### config.mk
export PLATFORM = sky130hd
export DESIGN_NAME = commit_unit
export DESIGN_NICKNAME = d
export VERILOG_FILES = /design/src/rtl/commit_unit.sv
export SDC_FILE = /design/constraint.sdc
export NUM_CORES = 1
export LEC_CHECK = 0
export ABC_AREA = 1
export CORE_UTILIZATION = 25
export CTS_BUF_LIST = sky130_fd_sc_hd__clkbuf_4
export DETAILED_ROUTE_END_ITERATION = 8
export HOLD_SLACK_MARGIN = 0.02
export PLACE_DENSITY = 0.57
export SLEW_MARGIN = 10
export SYNTH_ARGS = -nofsm -noshare
export SYNTH_HDL_FRONTEND = slang
export SYNTH_SLANG_ARGS = --single-unit
### constraint.sdc
create_clock -name clk -period 6.9 [get_ports clk]
set_clock_uncertainty 0.1 [all_clocks]
set_input_delay 1.38 -clock clk [delete_from_list [all_inputs] [get_ports clk]]
set_output_delay 1.38 -clock clk [all_outputs]
set_load 0.1 [all_outputs]
### src/rtl/commit_unit.sv
// commit_unit: in-order ROB-head retirement with register writes, store handshake and exception flush
module commit_unit #(
    parameter int BITWIDTH = 32,
    parameter logic [BITWIDTH-1:0] EXC_VECTOR = BITWIDTH'(32'h0000_0100)
) (
    input  logic                clk,
    input  logic                rst,
    input  logic                head_valid,
    input  logic                head_done,
    input  logic [BITWIDTH-1:0] head_dest_id,
    input  logic [BITWIDTH-1:0] head_dest_val,
    input  logic [BITWIDTH-1:0] head_pc,
    input  logic                head_is_store,
    input  logic [BITWIDTH-1:0] head_store_addr,
    input  logic [BITWIDTH-1:0] head_store_data,
    input  logic                head_exception,
    output logic                head_pop,
    output logic                rf_we,
    output logic [BITWIDTH-1:0] rf_waddr,
    output logic [BITWIDTH-1:0] rf_wdata,
    output logic                st_valid,
    output logic [BITWIDTH-1:0] st_addr,
    output logic [BITWIDTH-1:0] st_data,
    input  logic                st_ready,
    output logic                flush,
    output logic [BITWIDTH-1:0] redirect_pc,
    output logic [BITWIDTH-1:0] epc,
    output logic [BITWIDTH-1:0] retired_count
);
    typedef enum logic [1:0] {RUN, STORE_WAIT, FLUSH} state_t;
    state_t state;
    logic   ready_head;
    assign ready_head = head_valid && head_done;
    // ALU heads retire immediately; stores retire on the memory handshake; exceptions never pop
    assign head_pop = !rst && ((state == RUN && ready_head && !head_exception && !head_is_store) ||
                               (state == STORE_WAIT && st_ready));
    // retirement FSM with registered commit outputs
    always_ff @(posedge clk) begin
        if (rst) begin
            state         <= RUN;
            rf_we         <= 1'b0;
            rf_waddr      <= '0;
            rf_wdata      <= '0;
            st_valid      <= 1'b0;
            st_addr       <= '0;
            st_data       <= '0;
            flush         <= 1'b0;
            redirect_pc   <= '0;
            epc           <= '0;
            retired_count <= '0;
        end else begin
            rf_we         <= 1'b0;
            flush         <= 1'b0;
            retired_count <= retired_count + BITWIDTH'(head_pop);
            case (state)
                RUN: begin
                    if (ready_head && head_exception) begin
                        epc         <= head_pc;
                        redirect_pc <= EXC_VECTOR;
                        flush       <= 1'b1;
                        state       <= FLUSH;
                    end else if (ready_head && head_is_store) begin
                        st_valid <= 1'b1;
                        st_addr  <= head_store_addr;
                        st_data  <= head_store_data;
                        state    <= STORE_WAIT;
                    end else if (ready_head) begin
                        rf_we    <= head_dest_id != '0;
                        rf_waddr <= head_dest_id;
                        rf_wdata <= head_dest_val;
                    end
                end
                STORE_WAIT: begin
                    if (st_ready) begin
                        st_valid <= 1'b0;
                        state    <= RUN;
                    end
                end
                default: state <= RUN;
            endcase
        end
    end
endmodule

## After elaboration in Yosys (flattened, before gate mapping)

Cells that the tools add are included.

| storage, ports and cells | value |
|---|---|
| bits in read-only memories | 0 |
| memories kept | 0 |
| register bits | 198 |
| input bits | 167 |
| memory bits (writable) | 0 |
| logic and storage cells | 52 |
| bits in latches | 0 |
| output and inout bits | 228 |

| operators by class | value |
|---|---|
| bitwise gates (word level) | 4 |
| add/subtract/negate cells | 1 |
| divide/modulo/power cells | 0 |
| $lt $le $gt $ge | 0 |
| shift operators | 0 |
| mux-type cells | 9 |
| equal/unequal tests | 5 |
| reductions and logical operators | 22 |
| multipliers | 0 |

Operators with widths:

| cell | number |
|---|---|
| $add A32 B1 Y32 | 1 |
| $reduce_bool A32 Y1 | 1 |
| $logic_and A1 B1 Y1 | 8 |
| $reduce_and A4 Y1 | 2 |
| $mux W2 | 3 |
| $reduce_or A5 Y1 | 1 |
| $mux W1 | 4 |
| $ne A2 B2 Y1 const B | 2 |
| $not A1 Y1 | 4 |
| $pmux W2 S2 | 1 |
| $reduce_and A2 Y1 | 2 |
| $logic_not A1 Y1 | 3 |
| $ne A3 B1 Y1 const B | 1 |
| $reduce_and A3 Y1 | 1 |
| $eq A2 B1 Y1 const B | 1 |
| $logic_not A2 Y1 | 1 |
| $ne A2 B1 Y1 const B | 1 |
| $pmux W1 S2 | 1 |
| $reduce_bool A2 Y1 | 1 |
| $reduce_or A2 Y1 | 1 |
| $logic_or A1 B1 Y1 | 1 |

## Depth between registers and ports, before layout

| depth | value |
|---|---|
| depth in word-level cells | 7 |
| gate-level depth with buffers | 15 |

## Worst setup path before layout

OpenSTA, ideal clock, no wires.

| timing | value |
|---|---|
| path type | input-to-output |
| start | input port head_valid |
| end | output port head_pop |
| data arrival time | 3.529 ns |
| path slack | 1.891 ns |
| cell stages on the path | 7 |
| cell sequence | nand2_1 > inv_1 > nand3_2 > nor2_4 > inv_2 > buf_1 > a21oi_1 |

| on the way | value |
|---|---|
| cells in the longest elaborated chain, start to end | 6 |

RTL lines:

| what | line | text |
|---|---|---|
| from (decl) | 8 | `input logic head_valid,` |
| $logic_and A1 B1 Y1 | 33 | `assign ready_head = head_valid && head_done;` |
| $logic_and A1 B1 Y1 (3 in a row) | 35 | `assign head_pop = !rst && ((state == RUN && ready_head && !head_exception && !head_is_store) \|\|` |
| $logic_or A1 B1 Y1 | 35 |  |
| $logic_and A1 B1 Y1 | 35 |  |
| to (decl) | 17 | `output logic head_pop,` |

No other way between the ends.

## Final worst setup path

Same ends and word-level chain as after synthesis.

==> results.md <==
* Routed WL per cell at 14.19 um
* Antenna violations before repair at 1
* Row Count at 63
* Pwr Density at 208.2 nW/um^2
* Leakage at 4.417 nW
* Deepest clock path buffer count at 2
* FFs w/ async S/R, synth at 0%
* Core area at 29870 sq um
* Sink Count at 198
* Antenna-violating nets left at 0
* Slew Viols, Final at 0
* Mux cell area share after synthesis at 0%
* GRT Overall Usage at 15.99%
* Outcome: complete, no violations
* Grt ovf at 0
* DR vias at 7573
* Synth Area in Compound Gates at 14.40%
* Worst hold-check path type: flip-flop to flip-flop
* CTS Root Cell: clkbuf_4
* Post-Syn Instances at 1027
* Unrepaired setup endpoints after global routing: no
* PnR worst setup slack at 2.277 ns
* CTS tree: built
* # DRC at 0
* Required @ worst endpoint at 5.42 ns
* Simple-Gate Fraction of Synth Area at 24.25%
* Register area share after synthesis at 51.71%
* Main flop type after synthesis: dfxtp_1
* Layout Utilization at 39.36%
* Die Wd at 177.1 um
* Multi-input logic area at 3131 sq um
* Layout cells sized above 1 at 3.785%
* Largest cells by area after synthesis: dfxtp_1 (52%), nor2_1 (17%), o21ai_0 (10%), buf_4 (4.2%), nand2_1 (3.8%)
* CP Class: input pin to primary output
* H-tree depth at 4
* Fmax at 216.3 MHz
* Vias in the first global route at 7267
* Slew margin rel. at 26.43%
* Least-Margin Pin Slew at 1.102 ns
* Synth Area in XOR/XNOR at 0.3427%
* Fill cells at 3126
* Synthesized flop and latch total at 198
* CTS clk-pin slew, worst paths at 0.15 ns
* Area after DPL at 11470 sq um
* Storage cell area at 3964 sq um
* Hold-fix buffers, CTS at 0
* Post-synth EDFFs at 0
* Largest net degree at the start of global routing at 94
* GP Congestion at 0.8572
* Finished Cell Area at 11760 sq um
* Slowest stage delay, CP at 0.47 ns
* CTS buffer count at 17
* Final WL at 25060 um
* Tmin final at 4.623 ns
* Worst Setup Start Kind: input pin
* Post-Synth Adder-Cell Area at 0.3264%
* Fin crit share at 67.00%
* Post-CTS Setup Inserts at 0
* # nets final at 1530
* Initial core utilization at 25.66%
* Syn Std Cell Area at 7666 sq um
* Worst slack, placed at 2.228 ns
* Worst-skew pair later-pin latency at 0.61 ns
* Die height at 177.1 um
* Max-cap violations at 0
* Initial DRC Count at 385
* First-pass GRT wire length at 38880 um
* Largest family of logic cells by synthesized area: simple AND/OR/NAND/NOR gates
* DR pass1 iterations at 4
* Vias per inst at 4.288
* Crit path max-delay family: buffers and inverters
* Critical-path cell list: clkdlybuf4s50_1, nand2_1, inv_1, nand3_2, nor2_4, inv_2, a21oi_1, buf_12
* Average instance area after synthesis at 7.465 sq um
* Hold Vio Cnt, Final at 0
* CP arrival at 3.14 ns
* Yosys warns at 0
* Leading area contributor after synthesis: dfxtp_1
* VDD IR max at 0.1170 mV
* Hpwl dp at 17880 um
* Setup TNS at 0 ns
* Synth top area share at 51.71%
* Die ar. at 31370 sq um
* Post-cts resize count at 0
* # setup viols final at 0
* Yosys cell types at 31
* Area Growth Syn to Fin at 53.39%
* Peak fanout along the critical path at 37
* IO Port Bufs at 363
* Slowest stage cell, crit path: clkdlybuf4s50_1
* I/O pin count at 395
* Final hold slack at 0.3856 ns
* Buffers and inverters on the worst path at 4
* Worst Setup End Kind: primary output
==> registers in the layout, indices dropped and copies added (netlist names) <==
signal	count
st_data	32
st_addr	32
epc	32
retired_count	32
rf_we	1
rf_wdata	32
redirect_pc	1
rf_waddr	32
state	2
st_valid	1
flush	1
==> worst min-delay path, stage by stage (launching register included) <==
cell and delay (ns):
dfxtp_1 0.35, nor2_1 0.05, nor2_1 0.06
==> synthesized netlist by cell type, types with 2 or more instances <==
| master | number |
|---|---|
| nor3b_1 | 2 |
| buf_4 | 43 |
| nand3_1 | 16 |
| a21oi_1 | 50 |
| nor2_2 | 4 |
| o21ai_0 | 160 |
| dfxtp_1 | 198 |
| buf_2 | 7 |
| nand3b_1 | 2 |
| and2_1 | 3 |
| ha_1 | 2 |
| clkbuf_1 | 31 |
| nor2_4 | 2 |
| nand4_1 | 8 |
| nand2_1 | 77 |
| inv_1 | 48 |
| xor2_1 | 2 |
| nor2_1 | 349 |
| o21ai_1 | 9 |
| buf_1 | 3 |
==> cell type report <==
cell class / instances / area share [%]
Clock buffer: 18 / 1.149
Clock inverter: 14 / 1.277
Inverter: 50 / 1.617
Sequential cell: 198 / 33.71
Multi-Input combinational cell: 724 / 26.62
Antenna cell: 2 / 0.04256
Timing Repair Buffer: 370 / 31.43
Tap cell: 390 / 4.150
==> cells in the final DEF, fill, tap and decap left out <==
cell	instances
clkdlybuf4s50_1	362
nor2_1	349
dfxtp_1	198
o21ai_0	160
nand2_1	77
a21oi_1	50
inv_1	47
conb_1	31
clkbuf_4	18
nand3_1	16
o21ai_1	9
nand4_1	8
buf_4	7
nor2_2	4
inv_6	4
and2_1	3
clkinv_2	3
clkinvlp_4	3
diode_2	2
nor2_4	2
inv_2	2
nand3b_1	2
nor3b_1	2
xor2_1	2
ha_1	2
bufinv_16	2
clkinv_4	2
nand3_2	1
inv_4	1
nand2_2	1
nor3_1	1
or2_2	1
and3_1	1
xnor2_1	1
o21a_1	1
buf_12	1
==> metrics by stage <==
| step | instances | power, mW |
|---|---|---|
| final | 1766 | 2.448 |
| after global routing | 1766 | 2.563 |
| after CTS | 1764 | 2.493 |
| after detailed placement | 1732 | 1.832 |
| after global placement | 1732 | 1.830 |
| after floorplan | 1057 | 1.655 |
==> final timing paths <==
| path | start | endpoint | slack (ns) | cells past startpoint |
|---|---|---|---|---|
| setup reg to reg | state[1] | retired_count[24] | 4.01 | 13 |
| setup / recovery | head_valid | head_pop | 2.28 | 8 |
| hold reg to reg | st_valid | st_valid | 0.39 | 2 |
| hold / removal | st_valid | st_valid | 0.39 | 2 |
==> kinds of logic after synthesis <==
group,count (synthesis)
simple gates,468
compound gates,220
other cells,1
flops,198
buf+inv,135
fa+ha+maj,2
xor+xnor,3
==> power by group <==
part,leakage [nW],internal (mW),switching (mW),total (mW)
registers,1.61,1.18,0.0177,1.20
clock network,0.150,0.223,0.419,0.642
logic,2.66,0.171,0.437,0.608
==> layer usage <==
layer  GRT usage (%)  wire [um]  vias to the layer above
li1                -          -                     3884
met1           17.95      10400                     3354
met2           26.55      11530                      307
met3           6.937       2611                       28
met4           6.106        519                        0
met5               0          0                        -
Note: power is estimated with default switching activity, not from simulation.
